`src/rtl/register_bank_pkg.sv`:
```
// Shared encodings for the register bank arbiter: command codes and FSM state codes.
package register_bank_pkg;

    // Requester command codes (cmd slice per requester)
    localparam logic [1:0] CMD_LOAD   = 2'b00;
    localparam logic [1:0] CMD_CLEAR  = 2'b01;
    localparam logic [1:0] CMD_PRESET = 2'b10;
    localparam logic [1:0] CMD_READ   = 2'b11;

    // Sequencer states
    localparam logic [1:0] ST_IDLE    = 2'd0;
    localparam logic [1:0] ST_EXEC    = 2'd1;
    localparam logic [1:0] ST_RECOVER = 2'd2;

    // Commands that drive a timed active-low pulse into the bank
    function automatic logic is_pulse_cmd(input logic [1:0] c);
        return (c == CMD_CLEAR) || (c == CMD_PRESET);
    endfunction

endpackage

```
`src/rtl/register_bank_arbiter_rr.sv`:
```
// Round-robin selector: first requester with req=1 at or after ptr, wrapping at NUM_REQ.
// Ports:
//   req           in   NUM_REQ  request levels
//   ptr           in   PTR_W    index with highest priority this round
//   winner_c      out  NUM_REQ  one-hot winner (combinational)
//   winner_idx_c  out  PTR_W    index of the winner (combinational)
//   valid_c       out  1        at least one request present (combinational)
module rr_arbiter #(
    parameter int unsigned NUM_REQ = 4,
    parameter int unsigned PTR_W   = $clog2(NUM_REQ)
) (
    input  logic [NUM_REQ-1:0] req,
    input  logic [PTR_W-1:0]   ptr,
    output logic [NUM_REQ-1:0] winner_c,
    output logic [PTR_W-1:0]   winner_idx_c,
    output logic               valid_c
);

    // Scan from the lowest priority slot down so the highest-priority hit is written last
    always_comb begin
        int               j;
        logic [PTR_W-1:0] jj;
        winner_c     = '0;
        winner_idx_c = '0;
        valid_c      = 1'b0;
        j            = 0;
        jj           = '0;
        for (int i = int'(NUM_REQ) - 1; i >= 0; i--) begin
            j = int'(ptr) + i;
            if (j >= int'(NUM_REQ)) begin
                j = j - int'(NUM_REQ);
            end
            jj = PTR_W'(j);
            if (req[jj]) begin
                winner_c     = '0;
                winner_c[jj] = 1'b1;
                winner_idx_c = jj;
                valid_c      = 1'b1;
            end
        end
    end

endmodule

```
`src/rtl/register_bank_arbiter.sv`:
```
// Shares one flip-flop bank among NUM_REQ requesters. Round-robin arbitration picks one
// LOAD/CLEAR/PRESET/READ command at a time and sequences the bank strobes with fixed timing.
// Ports:
//   clock_pos        in   1              clock, rising edge
//   reset_neg        in   1              synchronous active-low reset
//   req              in   NUM_REQ        per-requester request level
//   cmd              in   2*NUM_REQ      per-requester command, slice i = cmd[2i+1:2i]
//   data_in          in   NUM_REQ*WIDTH  per-requester LOAD data
//   grant            out  NUM_REQ        one-hot grant, held for the whole operation
//   done             out  NUM_REQ        one-cycle completion pulse
//   rd_data          out  WIDTH          bank value captured by the last READ
//   busy             out  1              sequencer not idle
//   bank_data        out  WIDTH          data presented to the bank
//   bank_load        out  1              bank load strobe
//   bank_preset_neg  out  1              active-low bank preset
//   bank_reset_neg   out  1              active-low bank reset
//   bank_q           in   WIDTH          current bank outputs
module register_bank_arbiter
    import register_bank_pkg::*;
#(
    parameter int unsigned NUM_REQ   = 4,
    parameter int unsigned WIDTH     = 8,
    parameter int unsigned PULSE_LEN = 2
) (
    input  logic                     clock_pos,
    input  logic                     reset_neg,
    input  logic [NUM_REQ-1:0]       req,
    input  logic [2*NUM_REQ-1:0]     cmd,
    input  logic [NUM_REQ*WIDTH-1:0] data_in,
    output logic [NUM_REQ-1:0]       grant,
    output logic [NUM_REQ-1:0]       done,
    output logic [WIDTH-1:0]         rd_data,
    output logic                     busy,
    output logic [WIDTH-1:0]         bank_data,
    output logic                     bank_load,
    output logic                     bank_preset_neg,
    output logic                     bank_reset_neg,
    input  logic [WIDTH-1:0]         bank_q
);

    localparam int unsigned PTR_W = $clog2(NUM_REQ);
    localparam int unsigned CNT_W = $clog2(PULSE_LEN + 1);

    logic [1:0]         state,     state_nxt;
    logic [PTR_W-1:0]   ptr,       ptr_nxt;
    logic [PTR_W-1:0]   win_idx,   win_idx_nxt;
    logic [1:0]         cmd_q,     cmd_q_nxt;
    logic [CNT_W-1:0]   cnt,       cnt_nxt;
    logic [NUM_REQ-1:0] grant_nxt, done_nxt;
    logic [WIDTH-1:0]   rd_data_nxt, bank_data_nxt;
    logic               busy_nxt, bank_load_nxt, bank_preset_neg_nxt, bank_reset_neg_nxt;

    logic [NUM_REQ-1:0] arb_winner_c;
    logic [PTR_W-1:0]   arb_idx_c;
    logic               arb_valid_c;
    logic [1:0]         sel_cmd_c;
    logic [WIDTH-1:0]   sel_data_c;

    rr_arbiter #(
        .NUM_REQ (NUM_REQ),
        .PTR_W   (PTR_W)
    ) u_rr (
        .req          (req),
        .ptr          (ptr),
        .winner_c     (arb_winner_c),
        .winner_idx_c (arb_idx_c),
        .valid_c      (arb_valid_c)
    );

    // Command and data of the current arbitration winner
    assign sel_cmd_c  = cmd[2*int'(arb_idx_c) +: 2];
    assign sel_data_c = data_in[WIDTH*int'(arb_idx_c) +: WIDTH];

    // Next-state and registered-output logic
    always_comb begin
        state_nxt           = state;
        ptr_nxt             = ptr;
        win_idx_nxt         = win_idx;
        cmd_q_nxt           = cmd_q;
        cnt_nxt             = cnt;
        grant_nxt           = grant;
        done_nxt            = '0;
        rd_data_nxt         = rd_data;
        bank_data_nxt       = bank_data;
        bank_load_nxt       = 1'b0;
        bank_preset_neg_nxt = 1'b1;
        bank_reset_neg_nxt  = 1'b1;

        case (state)
            ST_IDLE: begin
                if (arb_valid_c) begin
                    state_nxt           = ST_EXEC;
                    grant_nxt           = arb_winner_c;
                    win_idx_nxt         = arb_idx_c;
                    cmd_q_nxt           = sel_cmd_c;
                    bank_data_nxt       = sel_data_c;
                    cnt_nxt             = CNT_W'(PULSE_LEN - 1);
                    // Bank lines for the first EXEC cycle are registered on the grant edge
                    bank_load_nxt       = (sel_cmd_c == CMD_LOAD);
                    bank_reset_neg_nxt  = (sel_cmd_c != CMD_CLEAR);
                    bank_preset_neg_nxt = (sel_cmd_c != CMD_PRESET);
                end
            end
            ST_EXEC: begin
                if (is_pulse_cmd(cmd_q) && (cnt != '0)) begin
                    cnt_nxt             = cnt - CNT_W'(1);
                    bank_reset_neg_nxt  = (cmd_q != CMD_CLEAR);
                    bank_preset_neg_nxt = (cmd_q != CMD_PRESET);
                end else begin
                    state_nxt = ST_RECOVER;
                    done_nxt  = grant;
                    if (cmd_q == CMD_READ) begin
                        rd_data_nxt = bank_q;
                    end
                end
            end
            ST_RECOVER: begin
                state_nxt = ST_IDLE;
                grant_nxt = '0;
                ptr_nxt   = (win_idx == PTR_W'(NUM_REQ - 1)) ? '0 : win_idx + PTR_W'(1);
            end
            default: begin
                state_nxt = ST_IDLE;
                grant_nxt = '0;
            end
        endcase

        busy_nxt = (state_nxt != ST_IDLE);
    end

    // State and output registers
    always_ff @(posedge clock_pos) begin
        if (!reset_neg) begin
            state           <= ST_IDLE;
            ptr             <= '0;
            win_idx         <= '0;
            cmd_q           <= CMD_LOAD;
            cnt             <= '0;
            grant           <= '0;
            done            <= '0;
            rd_data         <= '0;
            busy            <= 1'b0;
            bank_data       <= '0;
            bank_load       <= 1'b0;
            bank_preset_neg <= 1'b1;
            bank_reset_neg  <= 1'b1;
        end else begin
            state           <= state_nxt;
            ptr             <= ptr_nxt;
            win_idx         <= win_idx_nxt;
            cmd_q           <= cmd_q_nxt;
            cnt             <= cnt_nxt;
            grant           <= grant_nxt;
            done            <= done_nxt;
            rd_data         <= rd_data_nxt;
            busy            <= busy_nxt;
            bank_data       <= bank_data_nxt;
            bank_load       <= bank_load_nxt;
            bank_preset_neg <= bank_preset_neg_nxt;
            bank_reset_neg  <= bank_reset_neg_nxt;
        end
    end

endmodule

```
`config.mk`:
```
export PLATFORM = sky130hd
export DESIGN_NAME = register_bank_arbiter
export DESIGN_NICKNAME = d
export VERILOG_FILES = /design/src/rtl/register_bank_pkg.sv /design/src/rtl/register_bank_arbiter_rr.sv /design/src/rtl/register_bank_arbiter.sv
export SDC_FILE = /design/constraint.sdc
export NUM_CORES = 1
export LEC_CHECK = 0
export ABC_AREA = 1
export CAP_MARGIN = 10
export CORE_ASPECT_RATIO = 1.2
export CORE_UTILIZATION = 25
export DETAILED_ROUTE_END_ITERATION = 16
export GPL_ROUTABILITY_DRIVEN = 1
export HOLD_SLACK_MARGIN = 0.15
export PLACE_DENSITY_LB_ADDON = 0.05
export SLEW_MARGIN = 40
export SYNTH_ARGS = -nofsm -noshare
export SYNTH_HDL_FRONTEND = slang
export SYNTH_SLANG_ARGS = --single-unit
```
`constraint.sdc`:
```
create_clock -name clock_pos -period 2.15 [get_ports clock_pos]
set_input_delay 0.215 -clock clock_pos [delete_from_list [all_inputs] [get_ports clock_pos]]
set_output_delay 0.215 -clock clock_pos [all_outputs]
set_load 0.03 [all_outputs]
```
==> metrics.yaml, run 1 <==
cells_and_area:
  syn_to_final_growth_pct: 53.2
  finalNetCount: 516
  diodes: 0
  design_area_sq_um: 3540
  drive_above_1_share: 0.144
  layout.cells.non_filler: 571
routing:
  postRouteAntennaNets: 0
  vias: 2480
  routed_wl_mm: 6.50
  drc: 0
  wl_per_cell_um: 11.4
  firstDrtPassIters: 4
  drtIter0Drc: 71
  vias_per_cell: 4.34
clock_tree:
  cts_inserted_buffers: 5
  root_buffer: "clkbuf_8"
  hold_buffers: 0
  clkTransAtPathRegs_ns: 0.08
  ctsLongestPathBuffers: 2
  clock_latency_ns: 0.29
  numClockSinks: 38
  cts_tree: "built"
  cts_max_level: 2
worst_hold_path:
  min_path_cells: 2
  min_path_type: "reg2reg"
  min_from: "grant[1]"
  hold_end: "done[1]"
job:
  cap_violations: 0
worst_setup_path:
  required_ns: 2.34
  rrSetupSlack_ns: 0.13
  path_class: "reg2reg"
  endpoint_kind: "flop"
  r2r_cells: 17
  timing.rr.start: "ptr[0]"
  reg2reg_to: "bank_preset_neg"
  cp_max_fo: 8
  crit_path_start: "ptr[0]"
  arrival_ns: 2.21
  cp-start-kind: "flop"
timing:
  fin_ws_ns: 0.132
  hold_violations: 0
  clock_skew_ns: 0.00543
  timing.final.max_slew_violations: 0
  fin_hold_ws_ns: 0.452
  period_share: 0.938
  final-setup-viol-count: 0
  relSlewSlack: 0.767
  fin_crit_ns: 2.02
  max_clock_freq_ghz: 0.496
  tightest_slew_ns: 0.348
  final.setup.tns_ns: 0
die:
  ios: 82
  die_area_sq_um: 9620
  rows: 38
  die_w_um: 89.7
  start_util: 0.257
  coreArea_sq_um: 8990
  die_h_um: 107
logic_synthesis:
  async_reset_ff_frac: 0
  ys_warn_count: 0
  syn_inst: 349
  yosys_most_used_dff: "dfxtp_1"
  ys_ff_latch: 38
  synth_edf_count: 0
  ys_seq_area_frac: 0.330
  synth.distinct_cells: 28
  netlist_area_sq_um: 2310
  syn_nets: 415
  syn_area_per_cell_sq_um: 6.61
placed_design:
  post-dp-hpwl_mm: 5.03
  io_buffers: 81
  place.gp.congestion: 0.820
  post_dp_cell_area_sq_um: 3360
  preCtsSetupSlack_ns: 0.0245
  dp.cells: 559
run_status:
  status: "finished, final reports clean"
power_and_ir_drop:
  ir_drop_mv: 0.478
  power.density_nw_per_um2: 1200
  leakagePower_uw: 0.00155
global_route:
  grt_max_degree: 25
  grt_pass1_wl_mm: 10.8
  grt_pass1_vias: 2376
  grt_usage: 0.138
  antenna_found_initial: 0
  grt-ovfl-total: 0
==> sequential cells by signal, indices dropped and copies added, names as in the netlist, 2 cells and up <==
name       count
win_idx        2
state          2
rd_data        8
bank_data      8
cnt            2
ptr            2
grant          4
cmd_q          2
done           4
==> power breakdown <==
group,total [uW],internal [uW],switching [uW]
clock,509,258,251
sequential,1020,903,114
combinational,2730,1120,1610
==> worst max-delay path, stage by stage (launching register included) <==
cell and delay, ns:
dfxtp_2 0.35, inv_2 0.05, ha_4 0.25, inv_1 0.05
nand3_1 0.11, nand2_2 0.13, clkinv_4 0.08, nand2_4 0.06
nand2_2 0.06, nand2_4 0.09, nand2_8 0.09, buf_4 0.15
nand2_2 0.05, nand3_2 0.06, nand2_2 0.11, nand3_1 0.09
nand2_1 0.08, nand2_1 0.05
==> placed cells by master (no fill, tap or decap) <==
cell,Yosys,layout
a211oi_1,1,1
a21oi_1,26,25
a21oi_2,0,1
buf_12,0,1
buf_4,0,18
clkbuf_16,0,1
clkbuf_8,0,6
clkdlybuf4s50_1,0,81
clkinv_1,1,1
clkinv_2,0,1
clkinv_4,0,1
clkinvlp_4,0,1
dfxtp_1,38,36
dfxtp_2,0,2
ha_1,12,11
ha_4,0,1
inv_1,43,43
inv_2,5,5
nand2_1,106,106
nand2_2,14,13
nand2_4,4,4
nand2_8,0,1
nand3_1,24,24
nand3_2,6,6
nand3b_1,3,3
nand4_1,2,2
nor2_1,19,19
nor2_2,1,1
nor3_1,2,2
nor3_2,1,1
o21ai_0,9,9
o21ai_1,18,18
o21ai_2,1,1
o221ai_1,3,3
o22ai_1,2,2
==> stage by stage <==
step / utilization / power [uW]
after global placement: 0.374 / 3630
final: 0.393 / 4250
after global routing: 0.393 / 4660
after detailed placement: 0.374 / 3620
after CTS: 0.384 / 4160
after floorplan: - / 2730
==> Yosys cell counts (4+ instances only) <==
cell	count	area, sq um
a21oi_1	26	130
dfxtp_1	38	761
ha_1	12	150
inv_1	43	161
inv_2	5	18.8
nand2_1	106	398
nand2_2	14	87.6
nand2_4	4	45.0
nand3_1	24	120
nand3_2	6	60.1
nor2_1	19	71.3
o21ai_0	9	45.0
o21ai_1	18	90.1
==> layer usage <==
| layer | share of wire | GRT usage | wire (um) |
|---|---|---|---|
| met5 | 0 | 0 | 0 |
| met4 | 0.013 | 0.0445 | 85 |
| met2 | 0.47 | 0.240 | 3080 |
| met3 | 0.068 | 0.0424 | 441 |
| met1 | 0.45 | 0.161 | 2900 |
==> cell type report <==
class | count | area [sq um]
fillers | 951 | 5450
inverters | 50 | 193
clock buffers | 6 | 82.6
clock inverters | 2 | 12.5
repair buffers | 101 | 991
multi-input cells | 254 | 1340
flip-flops and latches | 38 | 763
well taps | 120 | 150
==> how the worst max path moves through the flow <==
stage                            to  slack, ns  depth (start not counted)
floorplan           bank_preset_neg      0.008                         17
global placement       bank_data[2]       0.04                         16
detailed placement  bank_preset_neg       0.02                         15
CTS                    bank_data[2]       0.02                         16
global route        bank_preset_neg      -0.01                         17
finish              bank_preset_neg       0.13                         17
==> what timing repair did <==
action / 4_1_cts / 5_1_grt
gates resized for setup: 0 / 6
endpoints found under the setup margin: 0 / 17
setup buffers: 0 / 3
==> cell families (layout without fill, tap and decap cells) <==
group / count (synthesis) / count (layout) / share of synthesized area
AOI/OAI and AO/OA: 60 / 60 / 0.139
adders and majority gates: 12 / 12 / 0.0650
DFF: 38 / 38 / 0.330
and+or+nand+nor: 182 / 182 / 0.365
buffers and inverters: 57 / 159 / 0.101
No activity file was read; power rests on OpenSTA's default activity.
==> inputs of run 2 (changes only) <==
--- a/config.mk
+++ b/config.mk
@@ -8,7 +8,7 @@
 export ABC_AREA = 1
 export CAP_MARGIN = 10
 export CORE_ASPECT_RATIO = 1.2
-export CORE_UTILIZATION = 25
+export CORE_UTILIZATION = 30
 export DETAILED_ROUTE_END_ITERATION = 16
 export GPL_ROUTABILITY_DRIVEN = 1
 export HOLD_SLACK_MARGIN = 0.15
==> run 2 against run 1 <==
Effect of this change: worst setup slack gained 0.016 ns; final area shrank 2.6%; sequential cell count is the same; critical endpoint is now bank_reset_neg; largest cell class unchanged; largest power group unchanged.
==> metrics.yaml, run 2 (synthesis gave the netlist of run 1 again) <==
die:
  rows: 34  # was 38
  start_util: 0.314  # was 0.257
  coreArea_sq_um: 7360  # was 8990 sq um
  ios: 82  # unchanged
  die_w_um: 82.1  # was 89.7 um
  die_area_sq_um: 8050  # was 9620 sq um
  die_h_um: 98.1  # was 107 um
clock_tree:
  numClockSinks: 38  # unchanged
  clkTransAtPathRegs_ns: 0.07  # was 0.08 ns
  root_buffer: "clkbuf_8"  # unchanged
  cts_inserted_buffers: 5  # unchanged
  cts_max_level: 2  # unchanged
  clock_latency_ns: 0.29  # about the same
  cts_tree: "built"  # unchanged
  ctsLongestPathBuffers: 2  # unchanged
worst_setup_path:
  slowest_delay_ns: 0.33  # was 0.35 ns
  reg2reg_to: "bank_reset_neg"  # was bank_preset_neg
  arrival_ns: 2.18  # was 2.21 ns
  required_ns: 2.33  # was 2.34 ns
  endpoint_kind: "flop"  # unchanged
  cp-start-kind: "flop"  # unchanged
  crit_slowest_cell: "dfxtp_1"  # was dfxtp_2
  timing.rr.start: "ptr[1]"  # was ptr[0]
  cp_cell_sequence: "inv_1 -> ha_4 -> inv_1 -> nand3_2 -> nand2_2 -> clkinv_4 -> nand2_4 -> nand2_2 -> nand2_2 -> buf_4 -> nand3b_1 -> nand3_1 -> nand2_2 -> nand3_1 -> nand2_1 -> nand2_1"  # was inv_2 -> ha_4 -> inv_1 -> nand3_1 -> nand2_2 -> clkinv_4 -> nand2_4 -> nand2_2 -> nand2_4 -> nand2_8 -> buf_4 -> nand2_2 -> nand3_2 -> nand2_2 -> nand3_1 -> nand2_1 -> nand2_1
  rrSetupSlack_ns: 0.15  # was 0.13 ns
  critPathMostFrequentCell: "nand2_2"  # unchanged
  path_class: "reg2reg"  # unchanged
  r2r_cells: 16  # was 17
  cp_max_fo: 7  # was 8
global_route:
  grt_pass1_wl_mm: 10.3  # was 10.8 mm
  grt-ovfl-total: 0  # unchanged
  antenna_found_initial: 0  # unchanged
  grt_usage: 0.163  # was 0.138
  grt_pass1_vias: 2371  # was 2376
  grt_max_degree: 20  # was 25
timing:
  final.setup.tns_ns: 0  # unchanged
  rsz0062_at_grt: "no"
  fin_crit_ns: 2.00  # was 2.02 ns
  relSlewSlack: 0.778  # was 0.767
  timing.final.max_slew_violations: 0  # unchanged
  hold_violations: 0  # unchanged
  tightest_slew_ns: 0.332  # was 0.348 ns
  fin_hold_ws_ns: 0.443  # was 0.452 ns
  final-setup-viol-count: 0  # unchanged
  max_clock_freq_ghz: 0.500  # was 0.496 GHz
  clock_skew_ns: 0.00408  # was 0.00543 ns
  period_share: 0.931  # was 0.938
cells_and_area:
  diodes: 0  # unchanged
  mostFrequentLayoutCell: "nand2_1"  # unchanged
  syn_to_final_growth_pct: 49.2  # was 53.2%
  fill_cells: 787  # was 951
  finalNetCount: 514  # was 516
  multiInputGateArea_sq_um: 1340  # about the same
  drive_above_1_share: 0.136  # was 0.144
  top_regs: "bank_data x8, rd_data x8"  # unchanged
  finish.utilization: 0.468  # was 0.393
  mostFrequentLayoutCells: "106 x nand2_1, 81 x clkdlybuf4s50_1, 43 x inv_1"  # unchanged
  ff_latch_area_sq_um: 762  # was 763 sq um
  design_area_sq_um: 3440  # was 3540 sq um
worst_hold_path:
  hold_end: "done[1]"  # unchanged
  min_path_type: "reg2reg"  # unchanged
  min_from: "grant[1]"  # unchanged
  min_path_cells: 2  # unchanged
routing:
  routed_wl_mm: 6.04  # was 6.50 mm
  firstDrtPassIters: 4  # unchanged
  wl_per_cell_um: 11.2  # was 11.4 um
  vias_per_cell: 4.54  # was 4.34
  drc: 0  # unchanged
  postRouteAntennaNets: 0  # unchanged
  vias: 2445  # was 2480
  drtIter0Drc: 58  # was 71
job:
  cap_violations: 0  # unchanged
placed_design:
  post_dp_cell_area_sq_um: 3320  # was 3360 sq um
  io_buffers: 81  # unchanged
  post-dp-hpwl_mm: 4.75  # was 5.03 mm
  place.gp.congestion: 0.814  # was 0.820
power_and_ir_drop:
  leakagePower_uw: 0.00153  # was 0.00155 uW
  power.density_nw_per_um2: 1180  # was 1200 nW/um^2
  fin_total_pwr_uw: 4080  # was 4250 uW
  ir_drop_mv: 0.570  # was 0.478 mV
run_status:
  status: "finished, final reports clean"  # unchanged
[run 2: worst max path at each step]
stage          startpoint              end  depth (start not counted)  slack, ns
2_1_floorplan      ptr[1]  bank_preset_neg                         17      0.008
3_3_place_gp       ptr[1]   bank_reset_neg                         16       0.05
3_5_place_dp       req[1]   bank_reset_neg                         15       0.02
4_1_cts            ptr[1]   bank_reset_neg                         16       0.03
5_1_grt            ptr[1]   bank_reset_neg                         16     0.0003
6_report           ptr[1]   bank_reset_neg                         16       0.15
[run 2: repair_timing]
item / in CTS / in global routing
hold buffers: 0 / 0
setup buffers: 0 / 2
endpoints found under the setup margin: 0 / 18
gates resized for setup: 0 / 5
[run 2: stage by stage]
stage | cells | worst slack [ns]
after CTS | 536 | 0.0252
after detailed placement | 529 | 0.0189
after global placement | 529 | 0.0489
after global routing | 538 | 0.000326
final | 538 | 0.148
after floorplan | 349 | 0.00791
[run 2: area by class of cell]
class / count / share of cell area
Timing Repair Buffer: 99 / 0.278
Clock buffer: 5 / 0.0200
Inverter: 50 / 0.0559
Multi-Input combinational cell: 254 / 0.389
Clock inverter: 2 / 0.00291
Tap cell: 90 / 0.0327
Sequential cell: 38 / 0.221
[run 2: worst max-delay path, delay by kind of cell, from the launching register on]
| kind | cells | cell delay [ns] |
|---|---|---|
| adders and majority gates | 1 | 0.29 |
| buffers and inverters | 4 | 0.39 |
| DFF | 1 | 0.33 |
| and+or+nand+nor | 11 | 0.88 |
[run 2: routing by layer]
metal  global-route usage  wire length (um)
met1                0.201              2710
met2                0.272              2940
met3               0.0374               361
met4               0.0567                31
met5                    0                 0
[run 2: power breakdown]
part / internal (uW) / switching, uW / total [uW]
Sequential: 902 / 115 / 1020
Combinational: 1040 / 1570 / 2610
Clock: 217 / 240 / 457
==> RTL edit 1: new RTL, flow settings as in run 2 <==
`NUM_REQ` is set to 4 in 2 places; all go to 8.
--- a/src/rtl/register_bank_arbiter_rr.sv
+++ b/src/rtl/register_bank_arbiter_rr.sv
@@ -6,7 +6,7 @@
 //   winner_idx_c  out  PTR_W    index of the winner (combinational)
 //   valid_c       out  1        at least one request present (combinational)
 module rr_arbiter #(
-    parameter int unsigned NUM_REQ = 4,
+    parameter int unsigned NUM_REQ = 8,
     parameter int unsigned PTR_W   = $clog2(NUM_REQ)
 ) (
     input  logic [NUM_REQ-1:0] req,
--- a/src/rtl/register_bank_arbiter.sv
+++ b/src/rtl/register_bank_arbiter.sv
@@ -18,7 +18,7 @@
 module register_bank_arbiter
     import register_bank_pkg::*;
 #(
-    parameter int unsigned NUM_REQ   = 4,
+    parameter int unsigned NUM_REQ   = 8,
     parameter int unsigned WIDTH     = 8,
     parameter int unsigned PULSE_LEN = 2
 ) (
Ports: changed (5 resized); port bits go from 82 to 134. The function was not compared with the original's and may differ.
==> RTL edit 1 against run 2 <==
  * Area after synthesis is 74% higher
  * Largest power group unchanged
  * Via count is 110% higher
  * Global-route usage is 6.4 points higher
  * Sequential cell count increased by 10
  * Setup slack got worse by 0.44 ns
  * Cell area rose by 99%
  * Routed wire length rose to 2.6 times the old value
  * The run now ends with negative setup slack left
  * Total power increased by 130%
  * Combinational power grew to 2.7 times the old value
==> RTL edit 1: results (changes against run 2) <==
Synth:
- In the post-synthesis netlist, the biggest area contributors are sky130_fd_sc_hd__dfxtp_1, sky130_fd_sc_hd__nand3_1, sky130_fd_sc_hd__nand2_1.
- After synthesis, the most frequently instantiated cells are sky130_fd_sc_hd__nand2_1, sky130_fd_sc_hd__nand3_1, sky130_fd_sc_hd__a21oi_1, sky130_fd_sc_hd__dfxtp_1, sky130_fd_sc_hd__inv_1.
- The count of distinct cell types in the synthesized netlist is 30 (+7.1%).
- The synthesis warning total is 0 (unchanged).
- The cell count after synthesis came to 672 (+93%).

Detailed routing:
- The post-detailed-route wirelength per cell is 15.36 um (+37%).
- The final wirelength is 15910 um (+160%).
- The ratio of routed vias to standard cells is 4.999 (+10%).
- The number of DRC markers after the initial detailed-route iteration is 264 (+360%).

Place:
- The number of port buffers was 133 (+64%).
- The placed instance count is 1010 (+91%).
- The placement-stage worst setup slack is -0.4755 ns (-0.4944 ns).
- The weighted congestion at the end of routability-driven global placement was 0.9192 (+13%).
- The HPWL reported at the end of detailed placement is 12370 um (+160%).

Hold path:
- For hold timing, the worst endpoint is done[5].
- In this run the most critical hold path is launched from grant[5].

Critical path:
- The cell type of the slowest stage on the worst timing path is sky130_fd_sc_hd__dfxtp_4.
- The worst stage delay on the critical path came to 0.41 ns (+0.08 ns).
- The worst register-to-register path begins at ptr[0].
- The worst register-to-register path ends at bank_load.
- The maximum net fanout on the critical path was 5 (-2).
- The worst reg-to-reg path cell count is 20 (+4).

Global routing:
- The met2 track utilization from global routing was 0.4476 (+0.1755).
- The routing usage on met3 came to 0.01722 (-0.02016).
- The met1 demand-to-capacity share in global routing is 0.2479 (+0.04713).
- The first-pass GRT wire length is 25050 um (+140%).
- The pin count of the biggest net entering global routing is 27 (+35%).
- The via count of the first global-routing pass is 5144 (+120%).
- The global routing usage summed across all routing layers was 0.2275 (+0.06444).

Power and ir drop:
- The worst-case vdd ir drop is 0.8171 mV (+43%).
- The leakage power summed over all cells is 3.006 nW (+97%).

STA:
- The worst clock skew is 0.002125 ns (-0.001960 ns).
- The setup total negative slack is -5.719 ns (-5.719 ns).
- The final worst hold slack is 0.4443 ns (+0.001405 ns).
- The final setup violation count came to 28 (+28).
- The relative slew slack was 0.7657 (-0.01212).
- The final worst setup slack was -0.2910 ns (-0.4394 ns).

Layout:
- The count of nets after finishing was 981 (+91%).
- The core occupancy in the finished layout is 0.5341 (+0.06607).

Status:
- The run finished, with violations left.
- The checks that failed: negative setup slack.
RTL edit 1: cell count changes in the layout (fill, tap and decap cells not counted), moves of 12 or more:
cell / delta
sky130_fd_sc_hd__a21oi_1: +22
sky130_fd_sc_hd__nand3_1: +108
sky130_fd_sc_hd__nand3_2: +24
sky130_fd_sc_hd__buf_6: +14
sky130_fd_sc_hd__buf_4: +57
sky130_fd_sc_hd__clkdlybuf4s50_1: +52
sky130_fd_sc_hd__o21ai_1: -14
sky130_fd_sc_hd__nand3_4: +12
sky130_fd_sc_hd__nand2_1: +71
RTL edit 1: cells by family after synthesis:
| kind of cell | count (synthesis) | synth area share |
|---|---|---|
| adders and majority gates | 12 | 0.03742 |
| DFF | 48 | 0.2395 |
| buffers and inverters | 93 | 0.1113 |
| and+or+nand+nor | 421 | 0.4746 |
| AOI/OAI and AO/OA | 98 | 0.1372 |
RTL edit 1: area by class of cell:
class / instances / area [um^2]
multi-input cells: 532 / 3079
fillers: 1303 / 5981
clock inverters: 2 / 38.79
repair buffers: 228 / 2182
clock buffers: 6 / 138.9
well taps: 164 / 205.2
flip-flops and latches: 48 / 968.4
inverters: 56 / 244.0
RTL edit 1: through the flow:
step	instance area [um^2]	total power, W
after floorplan	4187	0.005251
final	6857	0.009194
after CTS	6695	0.008985
after detailed placement	6068	0.007275
after global routing	6857	0.009926
after global placement	6068	0.007273
RTL edit 1: per-layer routing:
metal | vias to the layer above | part of all wire
li1 | 2647 | -
met1 | 2364 | 0.39
met2 | 141 | 0.54
met3 | 27 | 0.034
met4 | 0 | 0.029
met5 | - | 0
RTL edit 1: worst max path at each step:
stage / from / end / slack (ns) / depth (start not counted)
global route: ptr[0] / bank_preset_neg / -0.43 / 22
detailed placement: req[1] / bank_data[5] / -0.48 / 15
finish: ptr[0] / bank_load / -0.29 / 20
CTS: ptr[0] / bank_preset_neg / -0.24 / 21
floorplan: ptr[0] / bank_preset_neg / -0.44 / 24
global placement: req[7] / bank_data[6] / -0.43 / 17
RTL edit 1: critical path, delay by kind of cell (launching register included):
kind                       cells  cell delay, ns
and+or+nand+nor               13            0.99
adders and majority gates      1            0.32
buffers and inverters          5            0.55
AOI/OAI and AO/OA              1            0.09
DFF                            1            0.41
RTL edit 1: repair_timing:
action / in CTS / in global routing
pin swaps: 21 / 17
gates cloned: 2 / 0
setup buffers: 9 / 7
endpoints found under the setup margin: 28 / 28
resized for setup: 79 / 22
RTL edit 1: where the power goes:
part           total, W  switching, W  internal (W)
Sequential      0.00129      0.000164       0.00113
Combinational   0.00698       0.00399       0.00299
Clock          0.000922      0.000339      0.000583
==> RTL edit 2: new RTL, config.mk and constraints of run 2 <==
Without the edit above. `bank_data` no longer has a reset.
--- a/src/rtl/register_bank_arbiter.sv
+++ b/src/rtl/register_bank_arbiter.sv
@@ -140,7 +140,6 @@
             done            <= '0;
             rd_data         <= '0;
             busy            <= 1'b0;
-            bank_data       <= '0;
             bank_load       <= 1'b0;
             bank_preset_neg <= 1'b1;
             bank_reset_neg  <= 1'b1;
@@ -154,12 +153,15 @@
             done            <= done_nxt;
             rd_data         <= rd_data_nxt;
             busy            <= busy_nxt;
-            bank_data       <= bank_data_nxt;
             bank_load       <= bank_load_nxt;
             bank_preset_neg <= bank_preset_neg_nxt;
             bank_reset_neg  <= bank_reset_neg_nxt;
         end
     end
 
+    always_ff @(posedge clock_pos) begin
+        bank_data <= bank_data_nxt;
+    end
+
 endmodule
 
Function: changed (Yosys sat finds a counterexample within 4 cycles, from zero or initial values and one cycle with reset_neg low).
==> RTL edit 2 against run 2 <==
  * Non-clock buffer count fell by 2
  * Total power rose by 1.6%
  * Synthesized cell count fell by 14%
  * Area after synthesis fell by 5.1%
  * Sequential power rose by 8%
  * Cell area fell by 3.5%
  * Routed wire length rose by 0.31%
  * Setup slack improved by 0.033 ns
  * Maximum frequency rose by 1.7%
  * Sequential cell count did not move
==> RTL edit 2: results (changes against run 2) <==
Global routing:
- The first-pass GRT wire length is 9563 um (-7.0%).
- The global routing usage summed across all routing layers came to 0.1639 (+0.0008482).
- The via count of the first global-routing pass is 2116 (-11%).
- The pin count of the biggest net entering global routing was 23 (+15%).

Detailed routing:
- The final wirelength came to 6062 um (+0.31%).
- The ratio of routed vias to standard cells came to 4.634 (+2.0%).
- The post-detailed-route wirelength per cell is 12.55 um (+12%).
- The number of DRC markers after the initial detailed-route iteration came to 42 (-28%).

Layout:
- The share of cells above drive strength 1 is 0.1263 (-0.009898).
- The largest registers in the layout are bank_data x8, rd_data x8.
- The fraction of area in clock buffers and inverters came to 0.02823 (+0.005343).
- The count of nets after finishing is 461 (-10%).
- The register area came to 842.1 um^2 (+11%).
- The non-clock buffer share of cell area is 0.2890 (+0.01081).
- The layout filler cell count is 713 (-9.4%).
- The non-clock inverter count in the final layout is 40 (-20%).
- The count of multi-input gates is 213 (-16%).
- The non-clock buffer instance count of the final layout came to 97 (-2.0%).
- The total area of multi-input combinational cells is 1161 um^2 (-13%).
- The number of clock buffers in the layout came to 6 (+1).

Place:
- The HPWL reported at the end of detailed placement is 4619 um (-2.7%).
- The weighted congestion at the end of routability-driven global placement is 0.9020 (+11%).
- The placed instance count is 474 (-10%).

Critical path:
- The maximum net fanout on the critical path is 11 (+4).
- The kind of cell with the highest combined delay along the critical path is simple AND/OR/NAND/NOR gates.
- The worst stage delay on the critical path is 0.31 ns (-0.02 ns).
- The critical path data arrival time was 2.16 ns (-0.02 ns).

Synth:
- The async set or reset register ratio after synthesis is 0 (unchanged).
- Sorting the synthesized cells by area gives the leading types as sky130_fd_sc_hd__dfxtp_1, sky130_fd_sc_hd__nand2_1, sky130_fd_sc_hd__edfxtp_1.
- The number of synthesized flops with an enable pin was 8 (+8).
- The synthesis warning total is 0 (unchanged).
- The cell count after synthesis is 301 (-14%).
- The count of distinct cell types in the synthesized netlist came to 29 (+3.6%).
- The synthesized netlist net count is 367 (-12%).
- The share of synthesized area occupied by flip-flops and latches is 0.3838 (+0.05424).
- Sorting the synthesized cells by how often they occur yields sky130_fd_sc_hd__nand2_1, sky130_fd_sc_hd__inv_1, sky130_fd_sc_hd__dfxtp_1, sky130_fd_sc_hd__a21oi_1, sky130_fd_sc_hd__nand3_1.

Clock tree:
- The clock latency on the worst-skew pair was 0.29 ns (about the same).
- The clock sink total is 38 (unchanged).
- The root buffer cell chosen for the clock tree is sky130_fd_sc_hd__clkbuf_8.
- The number of buffers created by CTS was 5 (unchanged).

Power and ir drop:
- The relative contribution of combinational cells to total power came to 0.609 (-0.030).
- The leakage power summed over all cells came to 1.409 nW (-7.9%).
- The worst-case vdd ir drop is 0.5675 mV (-0.47%).
- The share of total power consumed by net switching was 0.4477 (-0.02355).
- The clock group share of total power is 0.125 (+0.013).

STA:
- The relative slew slack is 0.7718 (-0.006052).
- The worst clock skew is 0.007933 ns (+0.003848 ns).

Hold path:
- The tightest min-delay check is of the reg2reg type.

Status:
- The run finished with clean final reports.
[RTL edit 2: cell types whose count changed in the layout (fill, tap and decap cells not counted), moves of 3 or more]
cell                       delta
sky130_fd_sc_hd__nand2_2      -7
sky130_fd_sc_hd__o221ai_1     -3
sky130_fd_sc_hd__dfxtp_1      -8
sky130_fd_sc_hd__nand2_1     -32
sky130_fd_sc_hd__o21ai_1     -18
sky130_fd_sc_hd__o21ai_0      +5
sky130_fd_sc_hd__a32oi_1      +8
sky130_fd_sc_hd__inv_1        -7
sky130_fd_sc_hd__buf_4        -3
sky130_fd_sc_hd__inv_2        -3
sky130_fd_sc_hd__edfxtp_1     +8
[RTL edit 2: cell families after synthesis]
kind of cell	share of synthesized area
flops	0.3838
compound gates	0.1439
buf+inv	0.09594
simple gates	0.3078
fa+ha+maj	0.06853
[RTL edit 2: metal layers]
layer | track usage | wire length [um] | up-vias
li1 | - | - | 1177
met1 | 0.1822 | 2630 | 1001
met2 | 0.3056 | 3049 | 55
met3 | 0.03062 | 305 | 5
met4 | 0.06250 | 77 | 0
met5 | 0 | 0 | -
[RTL edit 2: final timing paths]
path | from | endpoint | slack (ns) | cells after the start
setup / recovery | ptr[1] | bank_reset_neg | 0.18 | 17
hold / removal | rd_data[0] | rd_data[0] | 0.47 | 2
setup reg to reg | ptr[1] | bank_reset_neg | 0.18 | 17
hold reg to reg | rd_data[0] | rd_data[0] | 0.47 | 2
[RTL edit 2: metrics by stage]
stage	worst slack [ns]	area, um^2	total power [W]
floorplan	0.02347	2192	0.002691
global route	0.007279	3324	0.004510
CTS	0.05344	3274	0.004075
global placement	0.03835	3181	0.003549
detailed placement	0.01800	3181	0.003546
finish	0.1809	3324	0.004144
[RTL edit 2: repair_timing]
item,in CTS,in global routing
buffers inserted,0,0
resized for setup,0,5
setup endpoints to repair,0,18
